## config.mk

```make
export PLATFORM = sky130hd
export DESIGN_NAME = spgd_seq_ctrl
export DESIGN_NICKNAME = d
export VERILOG_FILES = /design/src/rtl/spgd_seq_ctrl.sv
export SDC_FILE = /design/constraint.sdc
export NUM_CORES = 1
export LEC_CHECK = 0
export ABC_AREA = 0
export BUFFER_PORTS_ARGS = -buffer_cell sky130_fd_sc_hd__buf_2
export CORE_MARGIN = 10
export CORE_UTILIZATION = 50
export CTS_CLUSTER_SIZE = 20
export DETAILED_ROUTE_END_ITERATION = 8
export PLACE_DENSITY = 0.73
export SLEW_MARGIN = 20
export SYNTH_ARGS = -nofsm -noshare
export SYNTH_HDL_FRONTEND = slang
export SYNTH_SLANG_ARGS = --single-unit
```

## constraint.sdc

```tcl
create_clock -name ADC_CLK -period 8.3 [get_ports ADC_CLK]
set_input_delay 1.66 -clock ADC_CLK [delete_from_list [all_inputs] [get_ports ADC_CLK]]
set_output_delay 1.66 -clock ADC_CLK [all_outputs]
set_load 0.01 [all_outputs]
```

## src/rtl/spgd_seq_ctrl.sv

```systemverilog
// Iteration sequencer for the two-channel SPGD datapath: perturb, measure J+ and J-, commit U.
// Moore outputs decoded from the registered state; one shared counter times settle and ADC waits.
module spgd_seq_ctrl #(
  parameter int CNT_WIDTH = 32
) (
  input  logic                 ADC_CLK,
  input  logic                 RST_N,
  input  logic                 SYS_EN,
  input  logic                 ADC_DONE,
  input  logic [CNT_WIDTH-1:0] SETTLE_TIME,
  input  logic [CNT_WIDTH-1:0] ADC_TIMEOUT,
  input  logic [CNT_WIDTH-1:0] ITER_LIMIT,
  output logic                 ADC_EN,
  output logic                 REG_RST,
  output logic                 RNG_CLK,
  output logic                 DELTA_U_WRT,
  output logic                 J_P_WRT,
  output logic                 J_M_WRT,
  output logic                 U_WRT,
  output logic [1:0]           DAC_SEL,
  output logic [3:0]           FSM_STATE,
  output logic [CNT_WIDTH-1:0] ITER_CNT,
  output logic                 BUSY,
  output logic                 ERR
);

  localparam logic [3:0] S_IDLE     = 4'd0;
  localparam logic [3:0] S_CLEAR    = 4'd1;
  localparam logic [3:0] S_NEW_PERT = 4'd2;
  localparam logic [3:0] S_SET_P    = 4'd3;
  localparam logic [3:0] S_SETTLE_P = 4'd4;
  localparam logic [3:0] S_MEAS_P   = 4'd5;
  localparam logic [3:0] S_LATCH_P  = 4'd6;
  localparam logic [3:0] S_SET_M    = 4'd7;
  localparam logic [3:0] S_SETTLE_M = 4'd8;
  localparam logic [3:0] S_MEAS_M   = 4'd9;
  localparam logic [3:0] S_LATCH_M  = 4'd10;
  localparam logic [3:0] S_UPDATE   = 4'd11;
  localparam logic [3:0] S_DONE     = 4'd12;
  localparam logic [3:0] S_FAULT    = 4'd13;

  localparam logic [CNT_WIDTH-1:0] CNT_ZERO = {CNT_WIDTH{1'b0}};
  localparam logic [CNT_WIDTH-1:0] CNT_ONE  = {{(CNT_WIDTH-1){1'b0}}, 1'b1};
  localparam logic [CNT_WIDTH-1:0] CNT_MAX  = {CNT_WIDTH{1'b1}};

  logic [3:0]           state_q, state_d;
  logic [CNT_WIDTH-1:0] cnt_q, cnt_d;
  logic [CNT_WIDTH-1:0] iter_q, iter_d;
  logic                 err_q, err_d;
  logic [CNT_WIDTH-1:0] settle_load_s;
  logic [CNT_WIDTH-1:0] iter_inc_s;
  logic                 tmo_hit_s;

  // A zero settle time still spends one cycle in the settle state.
  assign settle_load_s = (SETTLE_TIME == CNT_ZERO) ? CNT_ONE : SETTLE_TIME;
  assign iter_inc_s    = iter_q + CNT_ONE;
  // cnt_q counts completed MEAS cycles, so the last allowed cycle is ADC_TIMEOUT-1.
  assign tmo_hit_s     = (ADC_TIMEOUT != CNT_ZERO) && (cnt_q >= (ADC_TIMEOUT - CNT_ONE));

  always_comb begin
    state_d = state_q;
    cnt_d   = cnt_q;
    iter_d  = iter_q;
    err_d   = err_q;
    if (!SYS_EN) begin
      state_d = S_IDLE;
      cnt_d   = CNT_ZERO;
      err_d   = 1'b0;
    end else begin
      case (state_q)
        S_IDLE: begin
          state_d = S_CLEAR;
          err_d   = 1'b0;
        end
        S_CLEAR: begin
          iter_d  = CNT_ZERO;
          state_d = S_NEW_PERT;
        end
        S_NEW_PERT: state_d = S_SET_P;
        S_SET_P: begin
          cnt_d   = settle_load_s;
          state_d = S_SETTLE_P;
        end
        S_SETTLE_P, S_SETTLE_M: begin
          if (cnt_q <= CNT_ONE) begin
            cnt_d   = CNT_ZERO;
            state_d = (state_q == S_SETTLE_P) ? S_MEAS_P : S_MEAS_M;
          end else begin
            cnt_d   = cnt_q - CNT_ONE;
          end
        end
        S_MEAS_P, S_MEAS_M: begin
          if (ADC_DONE) begin
            cnt_d   = CNT_ZERO;
            state_d = (state_q == S_MEAS_P) ? S_LATCH_P : S_LATCH_M;
          end else if (tmo_hit_s) begin
            cnt_d   = CNT_ZERO;
            err_d   = 1'b1;
            state_d = S_FAULT;
          end else begin
            cnt_d   = cnt_q + CNT_ONE;
          end
        end
        S_LATCH_P: state_d = S_SET_M;
        S_SET_M: begin
          cnt_d   = settle_load_s;
          state_d = S_SETTLE_M;
        end
        S_LATCH_M: state_d = S_UPDATE;
        S_UPDATE: begin
          iter_d = (iter_q == CNT_MAX) ? iter_q : iter_inc_s;
          if ((ITER_LIMIT != CNT_ZERO) && (iter_inc_s == ITER_LIMIT)) begin
            state_d = S_DONE;
          end else begin
            state_d = S_NEW_PERT;
          end
        end
        S_DONE:  state_d = S_DONE;
        S_FAULT: state_d = S_FAULT;
        default: state_d = S_IDLE;
      endcase
    end
  end

  always_ff @(posedge ADC_CLK or negedge RST_N) begin
    if (!RST_N) begin
      state_q <= S_IDLE;
      cnt_q   <= CNT_ZERO;
      iter_q  <= CNT_ZERO;
      err_q   <= 1'b0;
    end else begin
      state_q <= state_d;
      cnt_q   <= cnt_d;
      iter_q  <= iter_d;
      err_q   <= err_d;
    end
  end

  always_comb begin
    ADC_EN      = 1'b0;
    REG_RST     = 1'b0;
    RNG_CLK     = 1'b0;
    DELTA_U_WRT = 1'b0;
    J_P_WRT     = 1'b0;
    J_M_WRT     = 1'b0;
    U_WRT       = 1'b0;
    DAC_SEL     = 2'd0;
    BUSY        = 1'b1;
    case (state_q)
      S_IDLE:     BUSY = 1'b0;
      S_CLEAR:    REG_RST = 1'b1;
      S_NEW_PERT: RNG_CLK = 1'b1;
      S_SET_P: begin
        DELTA_U_WRT = 1'b1;
        DAC_SEL     = 2'd1;
      end
      S_SETTLE_P: DAC_SEL = 2'd1;
      S_MEAS_P: begin
        ADC_EN  = 1'b1;
        DAC_SEL = 2'd1;
      end
      S_LATCH_P: begin
        J_P_WRT = 1'b1;
        DAC_SEL = 2'd1;
      end
      S_SET_M, S_SETTLE_M: DAC_SEL = 2'd2;
      S_MEAS_M: begin
        ADC_EN  = 1'b1;
        DAC_SEL = 2'd2;
      end
      S_LATCH_M: begin
        J_M_WRT = 1'b1;
        DAC_SEL = 2'd2;
      end
      S_UPDATE:   U_WRT = 1'b1;
      S_DONE:     BUSY = 1'b0;
      S_FAULT:    BUSY = 1'b0;
      default:    BUSY = 1'b0;
    endcase
  end

  assign FSM_STATE = state_q;
  assign ITER_CNT  = iter_q;
  assign ERR       = err_q;

endmodule

```

==> summary.txt <==
Outcome
  – Status: finished, final reports clean

Synth
  – YS warnings: 0
  – Post-synthesis net count: 1,195
  – Most common cell in the netlist: o21ai_0
  – Syn Inst Count: ~1,100
  – Yosys top cell area share: 22.0%
  – Post-synth top cells: 109 x o21ai_0, 81 x nor2_1, 79 x nand2_1
  – Synth Register Bits: 69
  – Ys async rst share: 100%
  – Most used DFF post-synth: dfrtp_1
  – Post-synth EDFFs: 0
  – Synthesized area per cell: 7.42 um2
  – Post-synth cell types: 73
  – Yosys top cell by area: dfrtp_1
  – Ranking of synthesized cells by area: dfrtp_1 22%, o21ai_0 7.0%, xnor2_1 6.4%
  – Mapped cell area: 7840 um2
  – Register area share after synthesis: between 20% and 30%

Finish
  – Post-layout net count: 1,285
  – Filler Cells Inserted: 1,524
  – Area Growth Syn to Fin: 13.6%
  – Ant. Diodes: 0
  – Layout cells sized above 1: 16.6%
  – Final Util: 58.2%

Setup path
  – Crit end category: flop
  – R2R Setup Slk: roughly 4100 ps
  – Crit-path cells: buf_2 > or4_1 > nor4_1 > nor2b_1 > nand3_1 > nor2_1 > xnor2_1 > ha_1 > a21o_1 > a21o_1 > a211oi_1 > o21a_1 > o31a_2 > o211ai_4 > buf_4 > or4b_2 > nand4_1
  – CP startpoint: ADC_TIMEOUT[12]
  – Crit path DAT: 5810 ps
  – Max FO, Critical Path: 52
  – Most frequent cell on the critical path: a21o_1
  – FF-to-FF Start: FSM_STATE[1]
  – Worst r2r path cells: 8
  – End of the critical path: cnt_q[21]
  – Crit path launch type: input port
  – Worst endpoint required time: 8580 ps
  – Largest stage delay, worst path: 660 ps
  – Crit Reg-Reg Endpoint: cnt_q[24]
  – Slowest CP cell: or4b_2
  – Setup CP Type: in -> reg

Die
  – Row count: 45
  – Full die area: 21,100 um2
  – Core region area: approximately 15,000 um2
  – Die Y: roughly 150 um
  – Initial Util: 51.2%
  – I/O pins: 147
  – Die width: 145 um

Timing
  – Worst hold slack: 563 ps
  – Final setup viols: 0
  – Slew Viols, Final: 0
  – Period minus WS final: 5530 ps
  – Post-Route Skew: 6.68 ps
  – Final Cycle Share: 66.6%
  – Slew margin rel.: 35.5%
  – Hold Vio Cnt, Final: 0
  – Final WS setup: 2770 ps
  – Slew @ Worst Pin: 958 ps
  – Maximum clock rate: 181 MHz
  – Unrepaired setup endpoints after global routing: false
  – Setup TNS: 0 ps

Power and ir drop
  – Leakage: 3.71 nW
  – Sw frac: between 40% and 50%
  – NetSw: 0.000785 W
  – Power Internal: between 0.0009 and 0.001 W
  – Max IR drop VDD: 0.102 mV
  – Comb pwr share: between 40% and 50%
  – Pwr Density: 198 nW/um2
  – Sequential power share: 33.6%
  – Clock share of power: 22.6%

Clocking
  – Later-pin clock latency in the skew report: roughly 350 ps
  – Clock Path Buffers: 2
  – CTS sink cnt: 69
  – Setup bufs post-CTS: 0
  – Max H-tree Level: 3
  – CTS tree: done
  – Clk root buf: clkbuf_16
  – Post-cts hold buffer count: 0
  – CTS buffer count: 9
  – Clock-pin slew on the worst setup and hold paths: 60 ps
  – PostCTS Resize Cnt: 0

Hold path
  – Hold Crit Class: reg -> reg
  – Worst Hold Launch: ITER_CNT[1]

Routing
  – WL/cell: 19.6 um
  – Via count: just under 9,000
  – Vias per cell: 6.47
  – Routed Antenna Nets: 0
  – Router iterations before antenna repair: 5
  – Number of remaining DRC errors: 0
  – DRT iter0 DRCs: 1,057
  – Final wirelength: 26,600 um

GRT
  – GRT met1 Usage: 34.6%
  – Initial antenna violation count: 0
  – Tot GR Track Use: 23.8%
  – Vias in the first global route: 8,028
  – Global routing met3 resource utilization: 4.75%
  – GR Overflow Total: 0
  – Routing usage on met2: 33.8%
  – First-pass GRT wire length: 42,500 um
  – Largest net degree at the start of global routing: 70
  – Grt peak-use layer: met1

Placed design
  – Routability cong.: between 0.9 and 1
  – Port Buffers: about 150
  – Dpl hpwl: 19,900 um
  – Setup WS pre-CTS: 2450 ps

Run
  – Max Cap Viol: 0
per-layer routing:
layer  routed length [um]  share of wire [%]
met5                    0                  0
met4                  742                2.8
met3                 2680                 10
met2                11100                 42
met1                12100                 45
cell families (layout without fill, tap and decap cells):
group,count (synthesis),in the layout,share of synthesized area (%)
simple gates,439,439,29.8
compound gates,312,312,26.1
buf+inv,102,197,5.14
xor+xnor,93,93,10.4
flops,69,69,22.0
fa+ha+maj,39,39,6.19
mux,3,3,0.399
power by group through the flow:
stage / logic, W / clock network [W] / registers, W
floorplan: 0.000673 / 0 / 0.000452
global placement: 0.000741 / 0 / 0.000584
detailed placement: 0.000751 / 0 / 0.000585
CTS: 0.000760 / 0.000401 / 0.000580
global route: 0.000870 / 0.000414 / 0.000606
finish: 0.000772 / 0.000399 / 0.000593
metrics by stage:
stage / power (W) / area, um2 / std cells
floorplan: 0.00113 / 7840 / 1057
global placement: 0.00132 / 8610 / 1347
detailed placement: 0.00134 / 8610 / 1347
CTS: 0.00174 / 8910 / 1363
global route: 0.00189 / 8910 / 1363
finish: 0.00176 / 8910 / 1363
state kept, by name, indices dropped and copies added (netlist names):
register   cells
ERR            1
FSM_STATE      4
cnt_q         32
ITER_CNT      32
worst max-delay path, delay by kind of cell:
family,cells,cell delay (ps)
AOI/OAI and AO/OA,6,960
xor gates and xnor gates,1,130
adders and majority gates,1,260
buffers and inverters,2,440
and+or+nand+nor,7,2330
placed cells by master, fill, tap and decap left out, drive strengths merged, types with 12 or more instances in the layout:
cell / count
buf: 156
o21ai: 112
nor2: 81
nand2: 79
dfrtp: 69
xnor2: 57
a21oi: 53
nor4: 47
nor3: 41
nand3: 40
ha: 38
nand4: 37
xor2: 36
o31ai: 30
inv: 26
or3: 24
and3: 17
a21o: 17
o41ai: 14
or4: 13
o211ai: 12
final cells by class:
type,instances,area (um2),area share [%]
inverters,25,93.8,1.05
clock inverters,5,58.8,0.660
well taps,211,264,2.96
clock buffers,11,243,2.72
repair buffers,156,806,9.04
multi-input cells,886,5720,64.2
flip-flops and latches,69,1730,19.4
how the worst min path moves through the flow:
| stage | slack [ps] | end | cells past startpoint |
|---|---|---|---|
| floorplan | 550 | cnt_q[31] | 2 |
| global placement | 530 | ITER_CNT[1] | 2 |
| detailed placement | 540 | ITER_CNT[1] | 2 |
| CTS | 560 | ITER_CNT[27] | 1 |
| global route | 600 | ITER_CNT[27] | 1 |
| finish | 560 | ITER_CNT[1] | 2 |
Note: power is estimated with default switching activity, not from simulation.
